`config.mk`:
```
export PLATFORM = sky130hd
export DESIGN_NAME = sram_like_rr_arbiter_flat
export DESIGN_NICKNAME = d
export VERILOG_FILES = /design/src/rtl/sram_like_pkg.sv /design/src/rtl/sram_like_rr_arbiter_if.sv /design/src/rtl/sram_like_id_fifo.sv /design/src/rtl/sram_like_rr_arbiter.sv /design/src/flat_wrapper.sv
export SDC_FILE = /design/constraint.sdc
export NUM_CORES = 1
export LEC_CHECK = 0
export CORE_AREA = 2 2 108 110
export CTS_BUF_LIST = sky130_fd_sc_hd__clkbuf_8
export CTS_CLUSTER_DIAMETER = 150
export DETAILED_ROUTE_END_ITERATION = 6
export DIE_AREA = 0 0 110 112
export GPL_ROUTABILITY_DRIVEN = 0
export PLACE_DENSITY = 0.74
export SLEW_MARGIN = 0
export SYNTH_ARGS = -nofsm -noshare
export SYNTH_HDL_FRONTEND = slang
export SYNTH_HIERARCHICAL = 1
export SYNTH_SLANG_ARGS = --single-unit
```
`constraint.sdc`:
```
create_clock -name clk -period 2.2 [get_ports clk]
set_input_delay 0.44 -clock clk [delete_from_list [all_inputs] [get_ports clk]]
set_output_delay 0.44 -clock clk [all_outputs]
set_load 0.01 [all_outputs]
```
`src/rtl/sram_like_pkg.sv`:
```
// Shared constants and helpers for the SRAM-like bus blocks.
package sram_like_pkg;

  // Transfer size encoding on the size field
  localparam logic [1:0] SIZE_BYTE = 2'b00;
  localparam logic [1:0] SIZE_HALF = 2'b01;
  localparam logic [1:0] SIZE_WORD = 2'b10;

  // Bits needed to name one of n channels; never narrower than 1 bit
  function automatic int id_w(input int n);
    return (n <= 2) ? 1 : $clog2(n);
  endfunction

endpackage

```
`src/rtl/sram_like_rr_arbiter_if.sv`:
```
// Bundle of the per-master SRAM-like ports and the single slave port.
interface sram_like_rr_arbiter_if #(
  parameter int NUM_CH = 2,
  parameter int ADDR_W = 32,
  parameter int DATA_W = 32
);
  // master side, channel i in row i
  logic [NUM_CH-1:0]             m_req;
  logic [NUM_CH-1:0]             m_wr;
  logic [NUM_CH-1:0][1:0]        m_size;
  logic [NUM_CH-1:0][ADDR_W-1:0] m_addr;
  logic [NUM_CH-1:0][DATA_W-1:0] m_wdata;
  logic [NUM_CH-1:0]             m_addr_ok;
  logic [NUM_CH-1:0]             m_data_ok;
  logic [DATA_W-1:0]             m_rdata;
  // slave side
  logic                          s_req;
  logic                          s_wr;
  logic [1:0]                    s_size;
  logic [ADDR_W-1:0]             s_addr;
  logic [DATA_W-1:0]             s_wdata;
  logic                          s_addr_ok;
  logic                          s_data_ok;
  logic [DATA_W-1:0]             s_rdata;

  // the arbiter itself
  modport arb (
    input  m_req, m_wr, m_size, m_addr, m_wdata,
    output m_addr_ok, m_data_ok, m_rdata,
    output s_req, s_wr, s_size, s_addr, s_wdata,
    input  s_addr_ok, s_data_ok, s_rdata
  );

  // the requesting masters
  modport master (
    output m_req, m_wr, m_size, m_addr, m_wdata,
    input  m_addr_ok, m_data_ok, m_rdata
  );

  // the downstream memory / converter
  modport slave (
    input  s_req, s_wr, s_size, s_addr, s_wdata,
    output s_addr_ok, s_data_ok, s_rdata
  );
endinterface

```
`src/rtl/sram_like_id_fifo.sv`:
```
// Small synchronous FIFO holding channel IDs of accepted requests.
// Push while full and pop while empty are ignored.
module sram_like_id_fifo #(
  parameter int DEPTH = 2,
  parameter int W     = 1
) (
  input  logic                         clk,
  input  logic                         rst,
  input  logic                         i_push,
  input  logic [W-1:0]                 i_din,
  input  logic                         i_pop,
  output logic [W-1:0]                 o_dout,
  output logic                         o_full,
  output logic                         o_empty,
  output logic [$clog2(DEPTH+1)-1:0]   o_count
);
  localparam int PW = (DEPTH > 1) ? $clog2(DEPTH) : 1;
  localparam int CW = $clog2(DEPTH+1);

  logic [DEPTH-1:0][W-1:0] r_mem;
  logic [PW-1:0]           r_wp;
  logic [PW-1:0]           r_rp;
  logic [CW-1:0]           r_cnt;
  logic                    w_push;
  logic                    w_pop;

  assign o_full  = (r_cnt == CW'(DEPTH));
  assign o_empty = (r_cnt == '0);
  assign o_count = r_cnt;
  assign o_dout  = r_mem[r_rp];
  assign w_push  = i_push & ~o_full;
  assign w_pop   = i_pop & ~o_empty;

  function automatic logic [PW-1:0] nxt(input logic [PW-1:0] p);
    return (p == PW'(DEPTH-1)) ? '0 : p + 1'b1;
  endfunction

  // pointer / occupancy update; simultaneous push+pop keeps the count
  always_ff @(posedge clk) begin
    if (rst) begin
      r_wp  <= '0;
      r_rp  <= '0;
      r_cnt <= '0;
    end else begin
      if (w_push) r_wp <= nxt(r_wp);
      if (w_pop)  r_rp <= nxt(r_rp);
      case ({w_push, w_pop})
        2'b10:   r_cnt <= r_cnt + 1'b1;
        2'b01:   r_cnt <= r_cnt - 1'b1;
        default: r_cnt <= r_cnt;
      endcase
    end
  end

  // storage; contents need no reset, occupancy guards reads
  always_ff @(posedge clk) begin
    if (w_push) r_mem[r_wp] <= i_din;
  end
endmodule

```
`src/rtl/sram_like_rr_arbiter.sv`:
```
// Round-robin merge of NUM_CH SRAM-like masters onto one slave port.
// Accepted requests queue their channel ID so in-order responses are
// steered back to the issuing master.
module sram_like_rr_arbiter
  import sram_like_pkg::*;
#(
  parameter int NUM_CH    = 2,
  parameter int ADDR_W    = 32,
  parameter int DATA_W    = 32,
  parameter int MAX_OUTST = 2
) (
  input  logic                               clk,
  input  logic                               rst,
  sram_like_rr_arbiter_if.arb                bus,
  output logic [$clog2(MAX_OUTST+1)-1:0]     outst_cnt,
  output logic                               err_unexp
);
  localparam int IDW = id_w(NUM_CH);
  localparam int CW  = $clog2(MAX_OUTST+1);

  logic [IDW-1:0] r_rr_ptr;
  logic           r_lock;
  logic [IDW-1:0] r_lock_id;
  logic           r_err;

  logic [IDW-1:0] w_scan;
  logic           w_found;
  logic [IDW-1:0] w_gnt;
  logic           w_gnt_vld;
  logic           w_acc;
  logic           w_pop;
  logic           w_full;
  logic           w_empty;
  logic [IDW-1:0] w_head;
  logic [CW-1:0]  w_cnt;

  // first requester at or after rr_ptr, wrapping at NUM_CH
  always_comb begin
    int idx;
    w_found = 1'b0;
    w_scan  = '0;
    idx     = 0;
    for (int k = 0; k < NUM_CH; k++) begin
      idx = int'(r_rr_ptr) + k;
      if (idx >= NUM_CH) idx = idx - NUM_CH;
      if (!w_found && bus.m_req[idx]) begin
        w_found = 1'b1;
        w_scan  = IDW'(idx);
      end
    end
  end

  // a pending, unaccepted request keeps its grant so the slave sees stable fields
  assign w_gnt     = r_lock ? r_lock_id : w_scan;
  assign w_gnt_vld = r_lock | w_found;

  assign bus.s_req   = ~rst & (|bus.m_req) & ~w_full;
  assign bus.s_wr    = w_gnt_vld ? bus.m_wr[w_gnt]    : 1'b0;
  assign bus.s_size  = w_gnt_vld ? bus.m_size[w_gnt]  : SIZE_BYTE;
  assign bus.s_addr  = w_gnt_vld ? bus.m_addr[w_gnt]  : '0;
  assign bus.s_wdata = w_gnt_vld ? bus.m_wdata[w_gnt] : '0;

  assign w_acc = bus.s_req & bus.s_addr_ok;
  assign w_pop = ~rst & bus.s_data_ok & ~w_empty;

  assign bus.m_addr_ok = w_acc ? (NUM_CH'(1) << w_gnt)  : '0;
  assign bus.m_data_ok = w_pop ? (NUM_CH'(1) << w_head) : '0;
  assign bus.m_rdata   = bus.s_rdata;

  assign outst_cnt = rst ? '0 : w_cnt;
  assign err_unexp = r_err;

  sram_like_id_fifo #(.DEPTH(MAX_OUTST), .W(IDW)) u_fifo (
    .clk     (clk),
    .rst     (rst),
    .i_push  (w_acc),
    .i_din   (w_gnt),
    .i_pop   (w_pop),
    .o_dout  (w_head),
    .o_full  (w_full),
    .o_empty (w_empty),
    .o_count (w_cnt)
  );

  // lock on a stalled request, advance round-robin pointer on accept
  always_ff @(posedge clk) begin
    if (rst) begin
      r_rr_ptr  <= '0;
      r_lock    <= 1'b0;
      r_lock_id <= '0;
    end else if (bus.s_req && !bus.s_addr_ok) begin
      r_lock    <= 1'b1;
      r_lock_id <= w_gnt;
    end else if (w_acc) begin
      r_lock   <= 1'b0;
      r_rr_ptr <= (w_gnt == IDW'(NUM_CH-1)) ? '0 : w_gnt + 1'b1;
    end
  end

  // sticky flag for a response with nothing outstanding
  always_ff @(posedge clk) begin
    if (rst)                         r_err <= 1'b0;
    else if (bus.s_data_ok && w_empty) r_err <= 1'b1;
  end

  // a locked master must keep requesting until it sees addr_ok
  a_lock_hold: assert property (@(posedge clk) disable iff (rst)
    r_lock |-> bus.m_req[r_lock_id]);
endmodule

```
`src/flat_wrapper.sv`:
```
// flat-port wrapper written by rule: the top's interface ports become plain ports
module sram_like_rr_arbiter_flat import sram_like_pkg::*;
#(
  parameter int NUM_CH    = 2,
  parameter int ADDR_W    = 32,
  parameter int DATA_W    = 32,
  parameter int MAX_OUTST = 2
)
  (clk, rst, outst_cnt, err_unexp, bus_m_req, bus_m_wr, bus_m_size, bus_m_addr, bus_m_wdata, bus_m_addr_ok, bus_m_data_ok, bus_m_rdata, bus_s_req, bus_s_wr, bus_s_size, bus_s_addr, bus_s_wdata, bus_s_addr_ok, bus_s_data_ok, bus_s_rdata);
  sram_like_rr_arbiter_if #(.NUM_CH(NUM_CH), .ADDR_W(ADDR_W), .DATA_W(DATA_W)) bus_i ();
  input  logic clk;
  input  logic rst;
  output logic [$clog2(MAX_OUTST+1)-1:0] outst_cnt;
  output logic err_unexp;
  input wire logic [$bits(bus_i.m_req)-1:0] bus_m_req;
  input wire logic [$bits(bus_i.m_wr)-1:0] bus_m_wr;
  input wire logic [$bits(bus_i.m_size)-1:0] bus_m_size;
  input wire logic [$bits(bus_i.m_addr)-1:0] bus_m_addr;
  input wire logic [$bits(bus_i.m_wdata)-1:0] bus_m_wdata;
  output wire logic [$bits(bus_i.m_addr_ok)-1:0] bus_m_addr_ok;
  output wire logic [$bits(bus_i.m_data_ok)-1:0] bus_m_data_ok;
  output wire logic [$bits(bus_i.m_rdata)-1:0] bus_m_rdata;
  output wire logic [$bits(bus_i.s_req)-1:0] bus_s_req;
  output wire logic [$bits(bus_i.s_wr)-1:0] bus_s_wr;
  output wire logic [$bits(bus_i.s_size)-1:0] bus_s_size;
  output wire logic [$bits(bus_i.s_addr)-1:0] bus_s_addr;
  output wire logic [$bits(bus_i.s_wdata)-1:0] bus_s_wdata;
  input wire logic [$bits(bus_i.s_addr_ok)-1:0] bus_s_addr_ok;
  input wire logic [$bits(bus_i.s_data_ok)-1:0] bus_s_data_ok;
  input wire logic [$bits(bus_i.s_rdata)-1:0] bus_s_rdata;
  assign bus_i.m_req = bus_m_req;
  assign bus_i.m_wr = bus_m_wr;
  assign bus_i.m_size = bus_m_size;
  assign bus_i.m_addr = bus_m_addr;
  assign bus_i.m_wdata = bus_m_wdata;
  assign bus_m_addr_ok = bus_i.m_addr_ok;
  assign bus_m_data_ok = bus_i.m_data_ok;
  assign bus_m_rdata = bus_i.m_rdata;
  assign bus_s_req = bus_i.s_req;
  assign bus_s_wr = bus_i.s_wr;
  assign bus_s_size = bus_i.s_size;
  assign bus_s_addr = bus_i.s_addr;
  assign bus_s_wdata = bus_i.s_wdata;
  assign bus_i.s_addr_ok = bus_s_addr_ok;
  assign bus_i.s_data_ok = bus_s_data_ok;
  assign bus_i.s_rdata = bus_s_rdata;
  sram_like_rr_arbiter #(.NUM_CH(NUM_CH), .ADDR_W(ADDR_W), .DATA_W(DATA_W), .MAX_OUTST(MAX_OUTST)) u_core (.clk(clk), .rst(rst), .bus(bus_i), .outst_cnt(outst_cnt), .err_unexp(err_unexp));
endmodule
```
[Word-level counts from Yosys, hierarchy flattened]
Index checks and enable logic that the tools add are counted.
Word-level totals
  bits in latches: 0
  bits in read-only memories: 0
  logic and storage cells: 92
  memories kept: 0
  flip-flop bits (word level): 10
  bits in writable memories: 0
Cells by class
  multiply operators: 0
  magnitude comparators: 8
  shift operators: 2
  bitwise gates (word level): 12
  muxes and demuxes: 39
  reductions and logical operators: 11
  divide/modulo/power cells: 0
  $add $sub $neg: 8
  equal/unequal tests: 3
Operator list (count)
  two-way mux 32 bit: 8
  less-than comparator 32 x 3 -> 1 bit (second input constant): 2
  >= comparator 32 x 3 -> 1 bit (second input constant): 1
  subtractor 32 x 3 -> 32 bit (second input constant): 1
  two-way mux 1 bit: 22
  two-way mux 2 bit: 6
  AND 1 bit: 7
  less-than comparator 1 x 2 -> 1 bit (second input constant): 3
  equality test 2 bit (second input constant): 2
  logical AND 1 bit: 4
  NOT 1 bit: 4
  case mux 2 bit (2 select lines): 1
  nonzero test 2 bit: 2
  << shifter 1 x 1 -> 2 bit (first input constant): 2
  adder 1 bit (second input constant): 3
  subtractor 1 x 2 -> 3 bit (second input constant): 1
  adder 1 x 1 -> 2 bit (second input constant): 1
  adder 2 x 1 -> 2 bit (second input constant): 1
  bitwise mux 2 bit: 1
  equality test 2 x 1 -> 1 bit (second input constant): 1
  >= comparator 1 x 2 -> 1 bit (second input constant): 1
  zero test 1 bit: 2
  zero test 2 bit: 1
  AND reduction 2 bit: 1
  5 further kinds: 5

[Depth between registers and ports, before layout]
Gate-level depths: netlist of run 1.
  word-level depth: 13
  gate-level depth with buffers: 10
  depth with buffers taken out: 10

[By module]
The synthesis of run 1 kept the hierarchy.
By module, submodules not included
  sram_like_rr_arbiter: instances 1, sequential area each 80.1 µm², cells each 281, area each 1765.4 µm²
  sram_like_id_fifo: instances 1, sequential area each 140.1 µm², cells each 27, area each 271.5 µm²

[Least setup slack after synthesis of run 1]
Ideal clock, no wire load.
  path kind: flip-flop to flip-flop
  start: register u_core.u_fifo.r_cnt[0] (netlist: u_core/u_fifo/o_count[0])
  end: register u_core.u_fifo.r_cnt[1] (netlist: u_core/u_fifo/o_count[1])
  required time: 2.130 ns
  path buffers: 0
  clock period less this slack: 1.824 ns
  path slack: 0.376 ns
  library setup time: 0.070 ns
  arrival time: 1.754 ns
  stages on the path, launching flop included: 10
  path through: dfxtp_1 -> nand2b_2 -> inv_2 -> nor2_1 -> nand3_1 -> inv_1 -> nand2_1 -> ha_1 -> or3_1 -> a21oi_1
Between the ends
  longest elaborated chain between the ends: 7
  elaborated cells on any way between the ends: 15
  classes of those cells: add/sub (2); eq/ne (3); mux (1); bitwise (7); reduce/logical (2)
Ends and longest elaborated chain
  start, declared: line sram_like_id_fifo.sv:23  | logic [CW-1:0] r_cnt;
  start signal, assigned: line sram_like_id_fifo.sv:48  | 2'b10: r_cnt <= r_cnt + 1'b1;
  start signal, assigned: line sram_like_id_fifo.sv:49  | 2'b01: r_cnt <= r_cnt - 1'b1;
  start signal, assigned: line sram_like_id_fifo.sv:50  | default: r_cnt <= r_cnt;
  equality test 2 bit (*): line sram_like_id_fifo.sv:27  | assign o_full = (r_cnt == CW'(DEPTH));
  net u_core.w_full: line sram_like_rr_arbiter.sv:32  | logic w_full;
  NOT 1 bit (*): line sram_like_rr_arbiter.sv:57  | assign bus.s_req = ~rst & (|bus.m_req) & ~w_full;
  AND 1 bit (*): line sram_like_rr_arbiter.sv:57
  AND 1 bit (*): line sram_like_rr_arbiter.sv:63  | assign w_acc = bus.s_req & bus.s_addr_ok;
  net u_core.w_acc: line sram_like_rr_arbiter.sv:30  | logic w_acc;
  AND 1 bit (*): line sram_like_id_fifo.sv:31  | assign w_push = i_push & ~o_full;
  equality test 2 x 1 -> 1 bit or equality test 2 bit (tied branches): line sram_like_id_fifo.sv:47  | case ({w_push, w_pop})
  case mux 2 bit (2 select lines) or nonzero test 2 bit (tied branches)
The timed path passes the listed nets; every way through them passes the cells marked *.
A chain may end at the register's enable or synchronous reset.

[Worst setup path in the final report of run 1]
  start: input port bus_m_req[0]
  end: output port bus_s_wr
Between the ends
  longest elaborated chain between the ends: 11
  elaborated cells on any way between the ends: 17
  classes of those cells: mux (14); bitwise (1); reduce/logical (2)
Ends and longest elaborated chain
  start, declared: line flat_wrapper.sv:15  | input wire logic [$bits(bus_i.m_req)-1:0] bus_m_req;
  two-way mux 1 bit (not written as such) (3 in series): line sram_like_rr_arbiter.sv:46  | if (!w_found && bus.m_req[idx]) begin
  two-way mux 1 bit: line sram_like_rr_arbiter.sv:46
  zero test 1 bit: line sram_like_rr_arbiter.sv:46
  logical AND 1 bit: line sram_like_rr_arbiter.sv:46
  two-way mux 1 bit: line sram_like_rr_arbiter.sv:46
  two-way mux 1 bit: line sram_like_rr_arbiter.sv:54  | assign w_gnt = r_lock ? r_lock_id : w_scan;
  two-way mux 1 bit (not written as such) (2 in series): line sram_like_rr_arbiter.sv:58  | assign bus.s_wr = w_gnt_vld ? bus.m_wr[w_gnt] : 1'b0;
  two-way mux 1 bit (*): line sram_like_rr_arbiter.sv:58
  end, declared: line flat_wrapper.sv:24  | output wire logic [$bits(bus_i.s_wr)-1:0] bus_s_wr;
Every way passes the cells marked *; elsewhere a longest branch is shown, timed or not. The select of a mux whose other input is x is not followed.

==> results of run 1 <==
## per-stage QoR
step | util | total power, uW | setup WS (ps)
after global placement | 0.377 | 1210 | -703
after global routing | 0.379 | 1450 | -19.8
after floorplan | - | 651 | 376
final | 0.379 | 1350 | 38.2
after CTS | 0.383 | 1380 | 3.20
after detailed placement | 0.377 | 1220 | -750
## metal layers
layer | global-route usage | routed length, um | vias up
met5 | 0 | 0 | -
met4 | 0.0329 | 99 | 0
met3 | 0.0492 | 1020 | 7
li1 | - | - | 1302
met2 | 0.263 | 4620 | 153
met1 | 0.136 | 3020 | 1177
## cells by family (layout without fill, tap and decap cells)
kind of cell	count (synthesis)	in the layout	share of synthesized area
adder cells (fa/ha/maj)	1	1	0.00614
XOR/XNOR	3	3	0.0129
multiplexers	68	68	0.335
flip-flops	10	10	0.108
buffers and inverters	122	319	0.308
AND/OR/NAND/NOR	92	92	0.189
AO/OA/AOI/OAI	12	13	0.0418
## layout by cell type (no fill, tap or decap), drive strengths merged, types with 2 or more instances in the layout
master	synthesis	routed
nand2	69	69
inv	74	75
a21oi	3	3
clkbuf	3	16
o21a	2	3
buf	45	49
o21ai	3	3
edfxtp	2	2
clkdlybuf4s15	0	20
nor2b	4	4
nand2b	2	2
mux2i	67	67
clkdlybuf4s50	0	139
dlygate4sd2	0	20
or3	3	3
dfxtp	8	8
nor2	8	8
xnor2	2	2
## area by class of cell
type	count	share of cell area
clock buffer	3	0.00976
inverter	74	0.0656
multi-input combinational	177	0.301
clock inverter	1	0.000887
tap	143	0.0423
sequential	10	0.0526
timing repair buffer	241	0.528
## worst max-delay path, stage by stage
cell and delay, ps:
sky130_fd_sc_hd__clkdlybuf4s15_2 200, sky130_fd_sc_hd__or3_4 410, sky130_fd_sc_hd__buf_12 180, sky130_fd_sc_hd__nand2_1 120, sky130_fd_sc_hd__mux2i_1 80, sky130_fd_sc_hd__dlygate4sd2_1 280
## flip-flops by register name, summed over array words and instances (netlist names)
signal                 flops
u_core/err_unexp           1
u_core/r_lock              1
u_core/r_lock_id           1
u_core/r_rr_ptr            1
u_core/u_fifo/o_count      2
u_core/u_fifo/r_mem        2
u_core/u_fifo/r_rp         1
u_core/u_fifo/r_wp         1
## what timing repair did
item                                    4_1_cts  5_1_grt
buffers inserted                              8        0
resized for setup                           158       50
cloned                                        3        0
pin swaps                                     1        0
endpoints found under the setup margin       76       46
hold buffers                                  0        0
## final timing paths
kind / endpoint / slack, ps / cells past startpoint / startpoint
worst max-delay path: bus_s_wr / 40 / 6 / bus_m_req[0]
worst min-delay path: u_core/err_unexp$_SDFFE_PP0P_ / 470 / 2 / u_core/err_unexp$_SDFFE_PP0P_
worst min register to register: u_core/err_unexp$_SDFFE_PP0P_ / 470 / 2 / u_core/err_unexp$_SDFFE_PP0P_
worst max register to register: u_core/u_fifo/o_count[1]$_SDFFE_PP0P_ / 220 / 10 / u_core/u_fifo/o_count[0]$_SDFFE_PP0P_
## power groups by stage
stage / Combinational [uW] / Clock (uW) / Sequential [uW]
after floorplan: 441 / 0 / 210
after global placement: 994 / 0 / 212
after detailed placement: 1010 / 0 / 212
after CTS: 965 / 203 / 210
after global routing: 1020 / 213 / 212
final: 942 / 200 / 211
==> impl_metrics.prom, run 1 <==
# TYPE chip_impl_metric gauge
chip_impl_metric{name="floorplan.initialDensity",unit=""} 0.182
chip_impl_metric{name="dpl_cell_area",unit="sq um"} 4220
chip_impl_metric{name="drtIter0Drc",unit=""} 52
chip_impl_metric{name="power_switching",unit="uW"} 471
chip_impl_metric{name="ys_ff_latch",unit=""} 10
chip_impl_metric{name="grt_antenna_before_repair",unit=""} 0
chip_impl_metric{name="fp-row-count",unit=""} 39
chip_impl_info{name="netlist_top_cells_area",value="sky130_fd_sc_hd__mux2i_1 33%, sky130_fd_sc_hd__inv_1 13%, sky130_fd_sc_hd__buf_4 13%"} 1
chip_impl_metric{name="syn-num-nets",unit=""} 481
chip_impl_info{name="yosys_most_used_dff",value="sky130_fd_sc_hd__dfxtp_1"} 1
chip_impl_info{name="synth_commonest_cells",value="72 x sky130_fd_sc_hd__inv_1, 69 x sky130_fd_sc_hd__nand2_1, 67 x sky130_fd_sc_hd__mux2i_1"} 1
chip_impl_metric{name="yosysSeqAreaShare",unit=""} 0.108
chip_impl_metric{name="whs",unit="ps"} 465
chip_impl_info{name="endpoint_kind",value="output port"} 1
chip_impl_metric{name="drive_above_1_share",unit=""} 0.168
chip_impl_info{name="hold_class",value="flop to flop"} 1
chip_impl_metric{name="drt-vias-per-instance",unit=""} 4.07
chip_impl_metric{name="grt-ovfl-total",unit=""} 0
chip_impl_metric{name="worstPathArrival",unit="ps"} 1720
chip_impl_info{name="synth_most_common_cell",value="sky130_fd_sc_hd__inv_1"} 1
chip_impl_info{name="crit_type",value="input port to output port"} 1
chip_impl_metric{name="drt-pass1-iter-count",unit=""} 4
chip_impl_info{name="startpoint_type",value="input port"} 1
chip_impl_metric{name="postRouteWirelength",unit="um"} 8750
chip_impl_info{name="rsz0062_at_grt",value="yes"} 1
chip_impl_metric{name="peakVddDrop",unit="V"} 0.000199
chip_impl_metric{name="postSynthAreaPerCell",unit="sq um"} 6.61
chip_impl_metric{name="switching_share",unit=""} 0.348
chip_impl_metric{name="gr-usage-all-layers",unit=""} 0.137
chip_impl_metric{name="placeableCoreArea",unit="sq um"} 11200
chip_impl_metric{name="io-pin-count",unit=""} 279
chip_impl_metric{name="n_antenna_cell",unit=""} 0
chip_impl_metric{name="die_width",unit="um"} 110
chip_impl_metric{name="hpwl",unit="um"} 7160
chip_impl_metric{name="post_synth_inst_count",unit=""} 308
chip_impl_metric{name="layout_worst_path_cycle_share",unit=""} 0.983
chip_impl_metric{name="power.static_leakage",unit="uW"} 0.00245
chip_impl_metric{name="register_area",unit="sq um"} 223
chip_impl_metric{name="fmaxAchievable",unit="MHz"} 463
chip_impl_metric{name="yosysUniqueCellTypes",unit=""} 33
chip_impl_metric{name="antenna_violating_nets_post_route",unit=""} 0
chip_impl_metric{name="finish.instance_area",unit="sq um"} 4230
chip_impl_metric{name="finalClockSkew",unit="ps"} 8.63
chip_impl_info{name="cts.root.buffer_cell",value="sky130_fd_sc_hd__clkbuf_8"} 1
chip_impl_metric{name="dp_cells",unit=""} 635
chip_impl_metric{name="synth_top_area_frac",unit=""} 0.329
chip_impl_metric{name="nNetsFinal",unit=""} 680
chip_impl_metric{name="place.port_buffers",unit=""} 214
chip_impl_metric{name="seq_power_share",unit=""} 0.156
chip_impl_metric{name="wl_per_cell",unit="um"} 13.5
chip_impl_metric{name="clock_latency_of_the_later_clocked_register_in_the_worst_skew_pair",unit="ps"} 240
chip_impl_metric{name="worst-endpoint-required",unit="ps"} 1760
chip_impl_metric{name="cts.reportedPaths.clkPinSlew",unit="ps"} 40
chip_impl_metric{name="grt_pass1_vias",unit=""} 2846
chip_impl_info{name="run_status",value="completed"} 1
chip_impl_metric{name="chipHeight",unit="um"} 112
chip_impl_info{name="synth_top_cell_by_area",value="sky130_fd_sc_hd__mux2i_1"} 1
chip_impl_metric{name="grt_first_pass_wirelength",unit="um"} 13400
chip_impl_metric{name="logic_pwr_share",unit=""} 0.697
chip_impl_info{name="clock_tree_from_tritoncts",value="done"} 1
chip_impl_metric{name="multiInputGateArea",unit="sq um"} 1270
chip_impl_metric{name="yosys_warnings",unit=""} 6
chip_impl_metric{name="fillerInstances",unit=""} 1147
chip_impl_metric{name="report.final.setup_viol",unit=""} 0
chip_impl_metric{name="share_clk_of_total_power",unit=""} 0.147
chip_impl_metric{name="critical_path_peak_fanout",unit=""} 32
chip_impl_metric{name="route.detailed.drc",unit=""} 0
chip_impl_metric{name="clockBufferDepth",unit=""} 2
chip_impl_metric{name="number_of_cts_inserted_buffers",unit=""} 3
chip_impl_metric{name="cts_num_sinks",unit=""} 10
chip_impl_metric{name="tightestPinTransition",unit="ps"} 290
chip_impl_metric{name="fin_cells",unit=""} 649
chip_impl_metric{name="grt_max_degree",unit=""} 36
chip_impl_metric{name="internal-power",unit="uW"} 882
chip_impl_metric{name="die-area",unit="sq um"} 12300
chip_impl_metric{name="maxSlewViolCount",unit=""} 0
chip_impl_metric{name="via_count",unit=""} 2639
chip_impl_metric{name="synth_enable_flop_cells",unit=""} 2
chip_impl_metric{name="tns",unit="ps"} 0
chip_impl_metric{name="areaGrowthSynthToFinish",unit="%"} 108
chip_impl_metric{name="h_tree_depth",unit=""} 1
chip_impl_metric{name="hold_violations",unit=""} 0
chip_impl_metric{name="post-route-min-period",unit="ps"} 2160
chip_impl_metric{name="total_power_divided_by_cell_area",unit="nW/um^2"} 320
chip_impl_metric{name="share_of_flip_flops_with_an_asynchronous_set_or_reset_after_synthesis",unit=""} 0
chip_impl_metric{name="max_slew_margin",unit=""} 0.805
chip_impl_metric{name="drv.max_cap_violation_count",unit=""} 0
chip_impl_metric{name="syn-cell-area",unit="sq um"} 2040
No activity file was read; power rests on OpenSTA's default activity.
==> run 2: changes to the inputs <==
- CORE_AREA: 2 2 108 110 -> 2 2 109 111
- DIE_AREA: 0 0 110 112 -> 0 0 111 113
- PLACE_DENSITY: 0.74 -> 0.73
- SYNTH_HIERARCHICAL: 1 -> default
==> run 2 against run 1 <==
Utilization shrank 0.67 points. First-iteration DRC count increased by 110%. Final area down 0.92%. Sequential share of layout area barely moved. Maximum frequency grew 2.1%. Total power up 7.0%. Synthesized area grew 0.18%. Die area rose by 1.8%. Combinational power grew 8%. Critical path depth grew 1. Register-to-register slack improved by 40 ps. Highest routed layer unchanged. Global-route usage about the same. Critical path type is now flop to output port.
==> impl_metrics.prom, run 2 <==
# TYPE chip_impl_metric gauge
chip_impl_metric{name="drt-vias-per-instance",unit=""} 4.04
chip_impl_metric{name="synth_enable_flop_cells",unit=""} 2
chip_impl_info{name="mostFrequentLayoutCell",value="sky130_fd_sc_hd__clkdlybuf4s50_1"} 1
chip_impl_info{name="cp_top_delay_family",value="buffers and inverters"} 1
chip_impl_metric{name="power.total",unit="uW"} 1450
chip_impl_metric{name="via_count",unit=""} 2613
chip_impl_metric{name="wl_per_cell",unit="um"} 13.8
chip_impl_metric{name="syn-cell-area",unit="sq um"} 2040
chip_impl_metric{name="peakVddDrop",unit="V"} 0.000209
chip_impl_metric{name="r2r_setup_slack",unit="ps"} 260
chip_impl_info{name="synth_commonest_cells",value="70 x sky130_fd_sc_hd__inv_1, 69 x sky130_fd_sc_hd__nand2_1, 67 x sky130_fd_sc_hd__mux2i_1"} 1
chip_impl_info{name="whs_endpoint",value="u_core.err_unexp$_SDFFE_PP0P_"} 1
chip_impl_metric{name="antenna_violating_nets_post_route",unit=""} 0
chip_impl_metric{name="gr-usage-all-layers",unit=""} 0.137
chip_impl_metric{name="grt_antenna_before_repair",unit=""} 0
chip_impl_metric{name="ys_ff_latch",unit=""} 10
chip_impl_metric{name="synth_top_area_frac",unit=""} 0.329
chip_impl_metric{name="fmaxAchievable",unit="MHz"} 472
chip_impl_metric{name="layout_worst_path_cycle_share",unit=""} 0.962
chip_impl_metric{name="share_of_flip_flops_with_an_asynchronous_set_or_reset_after_synthesis",unit=""} 0
chip_impl_metric{name="tightestPinTransition",unit="ps"} 315
chip_impl_metric{name="clockBufferDepth",unit=""} 2
chip_impl_metric{name="dpl_cell_area",unit="sq um"} 4170
chip_impl_metric{name="report.final.setup_viol",unit=""} 0
chip_impl_metric{name="yosysUniqueCellTypes",unit=""} 31
chip_impl_info{name="hold_class",value="flop to flop"} 1
chip_impl_info{name="synth_top_cell_by_area",value="sky130_fd_sc_hd__mux2i_1"} 1
chip_impl_metric{name="die-area",unit="sq um"} 12500
chip_impl_metric{name="min_path_cells",unit=""} 2
chip_impl_metric{name="power.static_leakage",unit="uW"} 0.00244
chip_impl_metric{name="clock_latency_of_the_later_clocked_register_in_the_worst_skew_pair",unit="ps"} 240
chip_impl_metric{name="buffer_and_inverter_count_on_the_worst_path",unit=""} 4
chip_impl_metric{name="cts_num_sinks",unit=""} 10
chip_impl_metric{name="n_antenna_cell",unit=""} 0
chip_impl_metric{name="chipHeight",unit="um"} 113
chip_impl_metric{name="postSynthAreaPerCell",unit="sq um"} 6.65
chip_impl_info{name="worst_path_max_delay_cell",value="sky130_fd_sc_hd__dfxtp_2"} 1
chip_impl_metric{name="register_area",unit="sq um"} 221
chip_impl_metric{name="worstPathArrival",unit="ps"} 1680
chip_impl_info{name="netlist_top_cells_area",value="sky130_fd_sc_hd__mux2i_1 33%, sky130_fd_sc_hd__buf_4 14%, sky130_fd_sc_hd__inv_1 13%"} 1
chip_impl_metric{name="grt-ovfl-total",unit=""} 0
chip_impl_info{name="r2r-start",value="u_core.u_fifo.o_count[0]$_SDFFE_PP0P_"} 1
chip_impl_info{name="reg_to_reg_end",value="u_core.u_fifo.o_count[1]$_SDFFE_PP0P_"} 1
chip_impl_metric{name="areaGrowthSynthToFinish",unit="%"} 105
chip_impl_metric{name="finish.instance_area",unit="sq um"} 4190
chip_impl_metric{name="critical_path_peak_fanout",unit=""} 15
chip_impl_metric{name="place.port_buffers",unit=""} 214
chip_impl_metric{name="multiInputGateArea",unit="sq um"} 1230
chip_impl_metric{name="h_tree_depth",unit=""} 1
chip_impl_metric{name="route.detailed.drc",unit=""} 0
chip_impl_metric{name="placeableCoreArea",unit="sq um"} 11300
chip_impl_info{name="cts.root.buffer_cell",value="sky130_fd_sc_hd__clkbuf_8"} 1
chip_impl_metric{name="drv.max_cap_violation_count",unit=""} 0
chip_impl_info{name="startpoint_type",value="flop"} 1
chip_impl_metric{name="slowest_delay",unit="ps"} 330
chip_impl_metric{name="fillerInstances",unit=""} 1183
chip_impl_metric{name="die_width",unit="um"} 111
chip_impl_metric{name="finalClockSkew",unit="ps"} 1.09
chip_impl_metric{name="io-pin-count",unit=""} 279
chip_impl_metric{name="postRouteWirelength",unit="um"} 8900
chip_impl_metric{name="post_synth_inst_count",unit=""} 307
chip_impl_metric{name="number_of_cts_inserted_buffers",unit=""} 3
chip_impl_metric{name="max_slew_margin",unit=""} 0.787
chip_impl_metric{name="grt_max_degree",unit=""} 38
chip_impl_info{name="crit_type",value="flop to output port"} 1
chip_impl_metric{name="drtIter0Drc",unit=""} 108
chip_impl_metric{name="worst-endpoint-required",unit="ps"} 1760
chip_impl_info{name="run_status",value="completed"} 1
chip_impl_metric{name="post-route-min-period",unit="ps"} 2120
chip_impl_metric{name="hpwl",unit="um"} 7200
chip_impl_metric{name="drive_above_1_share",unit=""} 0.185
chip_impl_info{name="rsz0062_at_grt",value="no"} 1
chip_impl_info{name="endpoint_kind",value="output port"} 1
chip_impl_info{name="clock_tree_from_tritoncts",value="done"} 1
chip_impl_metric{name="syn-num-nets",unit=""} 480
chip_impl_metric{name="floorplan.initialDensity",unit=""} 0.181
chip_impl_metric{name="yosys_warnings",unit=""} 0
chip_impl_metric{name="hold_violations",unit=""} 0
chip_impl_metric{name="fp-row-count",unit=""} 39
chip_impl_metric{name="yosysSeqAreaShare",unit=""} 0.108
chip_impl_info{name="yosys_most_used_dff",value="sky130_fd_sc_hd__dfxtp_1"} 1
chip_impl_info{name="layout.cells.most_common_list",value="140 x sky130_fd_sc_hd__clkdlybuf4s50_1, 70 x sky130_fd_sc_hd__inv_1, 68 x sky130_fd_sc_hd__nand2_1"} 1
chip_impl_metric{name="drt-pass1-iter-count",unit=""} 4
chip_impl_info{name="cp_cell_sequence",value="buf_6 -> nand2_2 -> o21a_4 -> buf_4 -> buf_16 -> mux2i_1 -> clkdlybuf4s15_1"} 1
chip_impl_info{name="hold_path_startpoint",value="u_core.err_unexp$_SDFFE_PP0P_"} 1
chip_impl_metric{name="grt_pass1_vias",unit=""} 2824
chip_impl_metric{name="maxSlewViolCount",unit=""} 0
chip_impl_info{name="synth_most_common_cell",value="sky130_fd_sc_hd__inv_1"} 1
chip_impl_metric{name="total_power_divided_by_cell_area",unit="nW/um^2"} 345
chip_impl_metric{name="worst_r2r_path_depth",unit=""} 6
chip_impl_metric{name="grt_first_pass_wirelength",unit="um"} 14000
chip_impl_metric{name="nNetsFinal",unit=""} 677
chip_impl_metric{name="cts.reportedPaths.clkPinSlew",unit="ps"} 50
run 2: cell types whose count changed after synthesis, moves of 2 or more:
cell / previous run / this run
sky130_fd_sc_hd__buf_2: 6 / 3
sky130_fd_sc_hd__a21oi_1: 3 / 1
sky130_fd_sc_hd__buf_4: 35 / 37
sky130_fd_sc_hd__buf_6: 4 / 6
sky130_fd_sc_hd__inv_1: 72 / 70
sky130_fd_sc_hd__inv_2: 2 / 0
sky130_fd_sc_hd__or3_1: 3 / 1
run 2: per-stage QoR:
step / hold slack, ps / instances / util / TNS [ps] / worst slack [ps]
2_1_floorplan: 458 / 307 / - / 0 / 368
3_3_place_gp: 448 / 632 / 0.370 / -40790 / -690
3_5_place_dp: 456 / 632 / 0.370 / -42870 / -747
4_1_cts: 469 / 646 / 0.376 / 0 / 13.4
6_report: 464 / 646 / 0.372 / 0 / 83.3
5_1_grt: 525 / 646 / 0.372 / 0 / 5.34
run 2: how the worst max path moves through the flow:
| stage | start | endpoint | depth (start not counted) |
|---|---|---|---|
| 5_1_grt | u_core.r_lock$_SDFFE_PP0P_ | bus_s_addr[9] | 8 |
| 2_1_floorplan | bus_m_req[0] | u_core.u_fifo.o_count[1]$_SDFFE_PP0P_ | 5 |
| 6_report | u_core.r_lock$_SDFFE_PP0P_ | bus_s_wdata[12] | 7 |
| 4_1_cts | u_core.r_lock$_SDFFE_PP0P_ | bus_s_wdata[8] | 7 |
| 3_5_place_dp | bus_m_req[0] | bus_s_wdata[25] | 6 |
| 3_3_place_gp | bus_m_req[0] | bus_s_wdata[25] | 6 |
run 2: worst min-delay path: stages, from the launching register on:
cell and delay, ps:
sky130_fd_sc_hd__dfxtp_1 320, sky130_fd_sc_hd__a21oi_1 40, sky130_fd_sc_hd__nor2_1 70
run 2: cell families after synthesis:
logic type,Yosys count,synth area share
AOI/OAI and AO/OA,12,0.0398
xor gates and xnor gates,3,0.0129
adders and majority gates,1,0.00613
buffers and inverters,120,0.313
DFF,10,0.108
muxes,67,0.329
and+or+nand+nor,94,0.192
run 2: per-layer routing:
layer | global-route usage | routed length (um) | share of wire | up-vias
met4 | 0.0350 | 180 | 0.020 | 0
met5 | 0 | 0 | 0 | -
met2 | 0.259 | 4570 | 0.51 | 138
met1 | 0.152 | 3440 | 0.39 | 1158
li1 | - | - | - | 1302
met3 | 0.0380 | 709 | 0.080 | 15
run 2: area by class of cell:
| type | count | share of cell area |
|---|---|---|
| tap | 143 | 0.0427 |
| clock inverter | 1 | 0.000895 |
| sequential | 10 | 0.0528 |
| inverter | 70 | 0.0627 |
| timing repair buffer | 242 | 0.537 |
| multi-input combinational | 177 | 0.294 |
| clock buffer | 3 | 0.00985 |
run 2: timing repair:
item	in CTS	in global routing
setup buffers	6	0
setup endpoints to repair	75	25
pin swaps	2	1
hold buffers	0	0
gates cloned	4	0
resized for setup	233	18
run 2: where the power goes:
part	switching, uW	total, uW	internal [uW]
clock network	78.6	201	123
logic	422	1020	601
registers	16.7	222	206
==> run 3: changes to the inputs <==
- CORE_AREA: 2 2 109 111 -> 2 2 110 112
- DIE_AREA: 0 0 111 113 -> 0 0 112 114
- DONT_BUFFER_PORTS: default -> 1
- HOLD_SLACK_MARGIN: default -> 0.05
- PLACE_DENSITY: 0.73 -> 0.41
==> run 3 against run 2 <==
Via count decreased by 34%. Non-clock buffer count decreased by 228. Clock power down 9%. Critical path depth shrank 2.
==> impl_metrics.prom, run 3 (synthesized netlist as in run 2, its figures left out) <==
# TYPE chip_impl_metric gauge
chip_impl_metric{name="chipHeight",unit="um"} 114
chip_impl_metric{name="dp_slack",unit="ps"} 231
chip_impl_metric{name="r2r_setup_slack",unit="ps"} 340
chip_impl_metric{name="route.detailed.drc",unit=""} 0
chip_impl_metric{name="hold_violations",unit=""} 0
chip_impl_metric{name="h_tree_depth",unit=""} 1
chip_impl_metric{name="drt-vias-per-instance",unit=""} 4.12
chip_impl_metric{name="fp-row-count",unit=""} 40
chip_impl_metric{name="placeableCoreArea",unit="sq um"} 11700
chip_impl_metric{name="worstPathArrival",unit="ps"} 1640
chip_impl_metric{name="grt_first_pass_wirelength",unit="um"} 7330
chip_impl_metric{name="die-area",unit="sq um"} 12800
chip_impl_metric{name="cts_post_setup_buffers_inserted",unit=""} 0
chip_impl_metric{name="fillerInstances",unit=""} 1324
chip_impl_metric{name="wl_per_cell",unit="um"} 13.1
chip_impl_metric{name="cts.reportedPaths.clkPinSlew",unit="ps"} 40
chip_impl_info{name="run_status",value="completed"} 1
chip_impl_metric{name="antenna_violating_nets_post_route",unit=""} 0
chip_impl_metric{name="drt-pass1-iter-count",unit=""} 4
chip_impl_metric{name="fin_ws",unit="ps"} 123
chip_impl_metric{name="nNetsFinal",unit=""} 449
chip_impl_metric{name="power.static_leakage",unit="uW"} 0.00142
chip_impl_info{name="cts.root.buffer_cell",value="sky130_fd_sc_hd__clkbuf_8"} 1
chip_impl_metric{name="die_width",unit="um"} 112
chip_impl_info{name="hold_class",value="input port to flop"} 1
chip_impl_metric{name="hpwl",unit="um"} 4690
chip_impl_metric{name="finish.instance_area",unit="sq um"} 2030
chip_impl_metric{name="grt_antenna_before_repair",unit=""} 0
chip_impl_metric{name="critical_path_peak_fanout",unit=""} 44
chip_impl_metric{name="post-route-min-period",unit="ps"} 2080
chip_impl_info{name="startpoint_type",value="flop"} 1
chip_impl_metric{name="areaGrowthSynthToFinish",unit="%"} -0.368
chip_impl_metric{name="clockBufferDepth",unit=""} 2
chip_impl_metric{name="io-pin-count",unit=""} 279
chip_impl_metric{name="min_path_cells",unit=""} 1
chip_impl_metric{name="via_count",unit=""} 1734
chip_impl_metric{name="gr-usage-all-layers",unit=""} 0.0707
chip_impl_metric{name="postRouteWirelength",unit="um"} 5530
chip_impl_metric{name="clock_latency_of_the_later_clocked_register_in_the_worst_skew_pair",unit="ps"} 230
chip_impl_info{name="crit_type",value="flop to output port"} 1
chip_impl_metric{name="number_of_cts_inserted_buffers",unit=""} 3
chip_impl_metric{name="drv.max_cap_violation_count",unit=""} 0
chip_impl_info{name="clock_tree_from_tritoncts",value="done"} 1
chip_impl_metric{name="grt-ovfl-total",unit=""} 0
chip_impl_metric{name="grt_pass1_vias",unit=""} 1422
chip_impl_metric{name="drive_above_1_share",unit=""} 0.0730
chip_impl_metric{name="cts_num_sinks",unit=""} 10
chip_impl_metric{name="tightestPinTransition",unit="ps"} 587
chip_impl_metric{name="finalClockSkew",unit="ps"} 2.44
chip_impl_metric{name="drtIter0Drc",unit=""} 44
chip_impl_metric{name="tns",unit="ps"} 0
chip_impl_metric{name="layout_worst_path_cycle_share",unit=""} 0.944
chip_impl_metric{name="place.port_buffers",unit=""} 0
chip_impl_info{name="endpoint_kind",value="output port"} 1
chip_impl_info{name="mostFrequentLayoutCell",value="sky130_fd_sc_hd__inv_1"} 1
chip_impl_metric{name="report.final.setup_viol",unit=""} 0
chip_impl_metric{name="worst_r2r_path_depth",unit=""} 5
chip_impl_metric{name="dpl_cell_area",unit="sq um"} 1990
chip_impl_metric{name="max_slew_margin",unit=""} 0.605
chip_impl_metric{name="worst-endpoint-required",unit="ps"} 1760
chip_impl_metric{name="n_antenna_cell",unit=""} 0
chip_impl_metric{name="peakVddDrop",unit="V"} 0.000258
chip_impl_metric{name="maxSlewViolCount",unit=""} 0
chip_impl_info{name="rsz0062_at_grt",value="no"} 1
chip_impl_metric{name="total_power_divided_by_cell_area",unit="nW/um^2"} 442
chip_impl_metric{name="fmaxAchievable",unit="MHz"} 482
chip_impl_info{name="layout.cells.most_common_list",value="70 x sky130_fd_sc_hd__inv_1, 69 x sky130_fd_sc_hd__nand2_1, 67 x sky130_fd_sc_hd__mux2i_1"} 1
chip_impl_metric{name="grt_max_degree",unit=""} 45
chip_impl_metric{name="floorplan.initialDensity",unit=""} 0.174
-- run 3: stage by stage --
step	total power, uW	utilization	hold WS (ps)	instances
2_1_floorplan	700	-	458	307
3_3_place_gp	714	0.170	496	418
3_5_place_dp	722	0.170	487	418
4_1_cts	906	0.173	274	421
5_1_grt	957	0.174	272	421
6_report	898	0.174	278	421
-- run 3: area by class of cell --
type / instances / area (sq um) / share of cell area
timing repair buffer: 14 / 134 / 0.0658
multi-input combinational: 177 / 1190 / 0.586
sequential: 10 / 220 / 0.108
clock buffer: 3 / 41.3 / 0.0203
inverter: 70 / 263 / 0.129
tap: 147 / 184 / 0.0905
-- run 3: power by group --
group	internal, uW	switching [uW]	leakage [uW]
clock	119	62.8	0.0000216
combinational	196	297	0.00132
sequential	206	17.1	0.0000846
total	521	377	0.00142
-- run 3: critical path, cell delays in order, from the launching register on --
cell and delay [ps]:
sky130_fd_sc_hd__dfxtp_1 330, sky130_fd_sc_hd__or3_2 500, sky130_fd_sc_hd__buf_6 210, sky130_fd_sc_hd__nand2_1 100
sky130_fd_sc_hd__mux2i_1 80, sky130_fd_sc_hd__buf_4 160
-- run 3: what timing repair did --
| item | in CTS | in global routing |
|---|---|---|
| resized for setup | 0 | 1 |
| hold buffers | 0 | 0 |
| setup endpoints to repair | 0 | 6 |
-- run 3: final timing paths --
kind / start / end
worst max-delay path: u_core.r_lock$_SDFFE_PP0P_ / bus_s_wdata[9]
worst min-delay path: rst / u_core.r_lock_id$_SDFFE_PP0P_
worst max register to register: u_core.u_fifo.o_count[0]$_SDFFE_PP0P_ / u_core.u_fifo.o_count[1]$_SDFFE_PP0P_
worst min register to register: u_core.u_fifo.r_wp$_SDFFE_PP0N_ / u_core.u_fifo.r_wp$_SDFFE_PP0N_
-- run 3: per-layer routing --
metal | vias up | global-route usage | routed length, um | part of all wire
li1 | 845 | - | - | -
met1 | 754 | 0.0873 | 2190 | 0.40
met2 | 123 | 0.122 | 2760 | 0.50
met3 | 12 | 0.0218 | 540 | 0.098
met4 | 0 | 0.0163 | 38 | 0.0069
met5 | - | 0 | 0 | 0
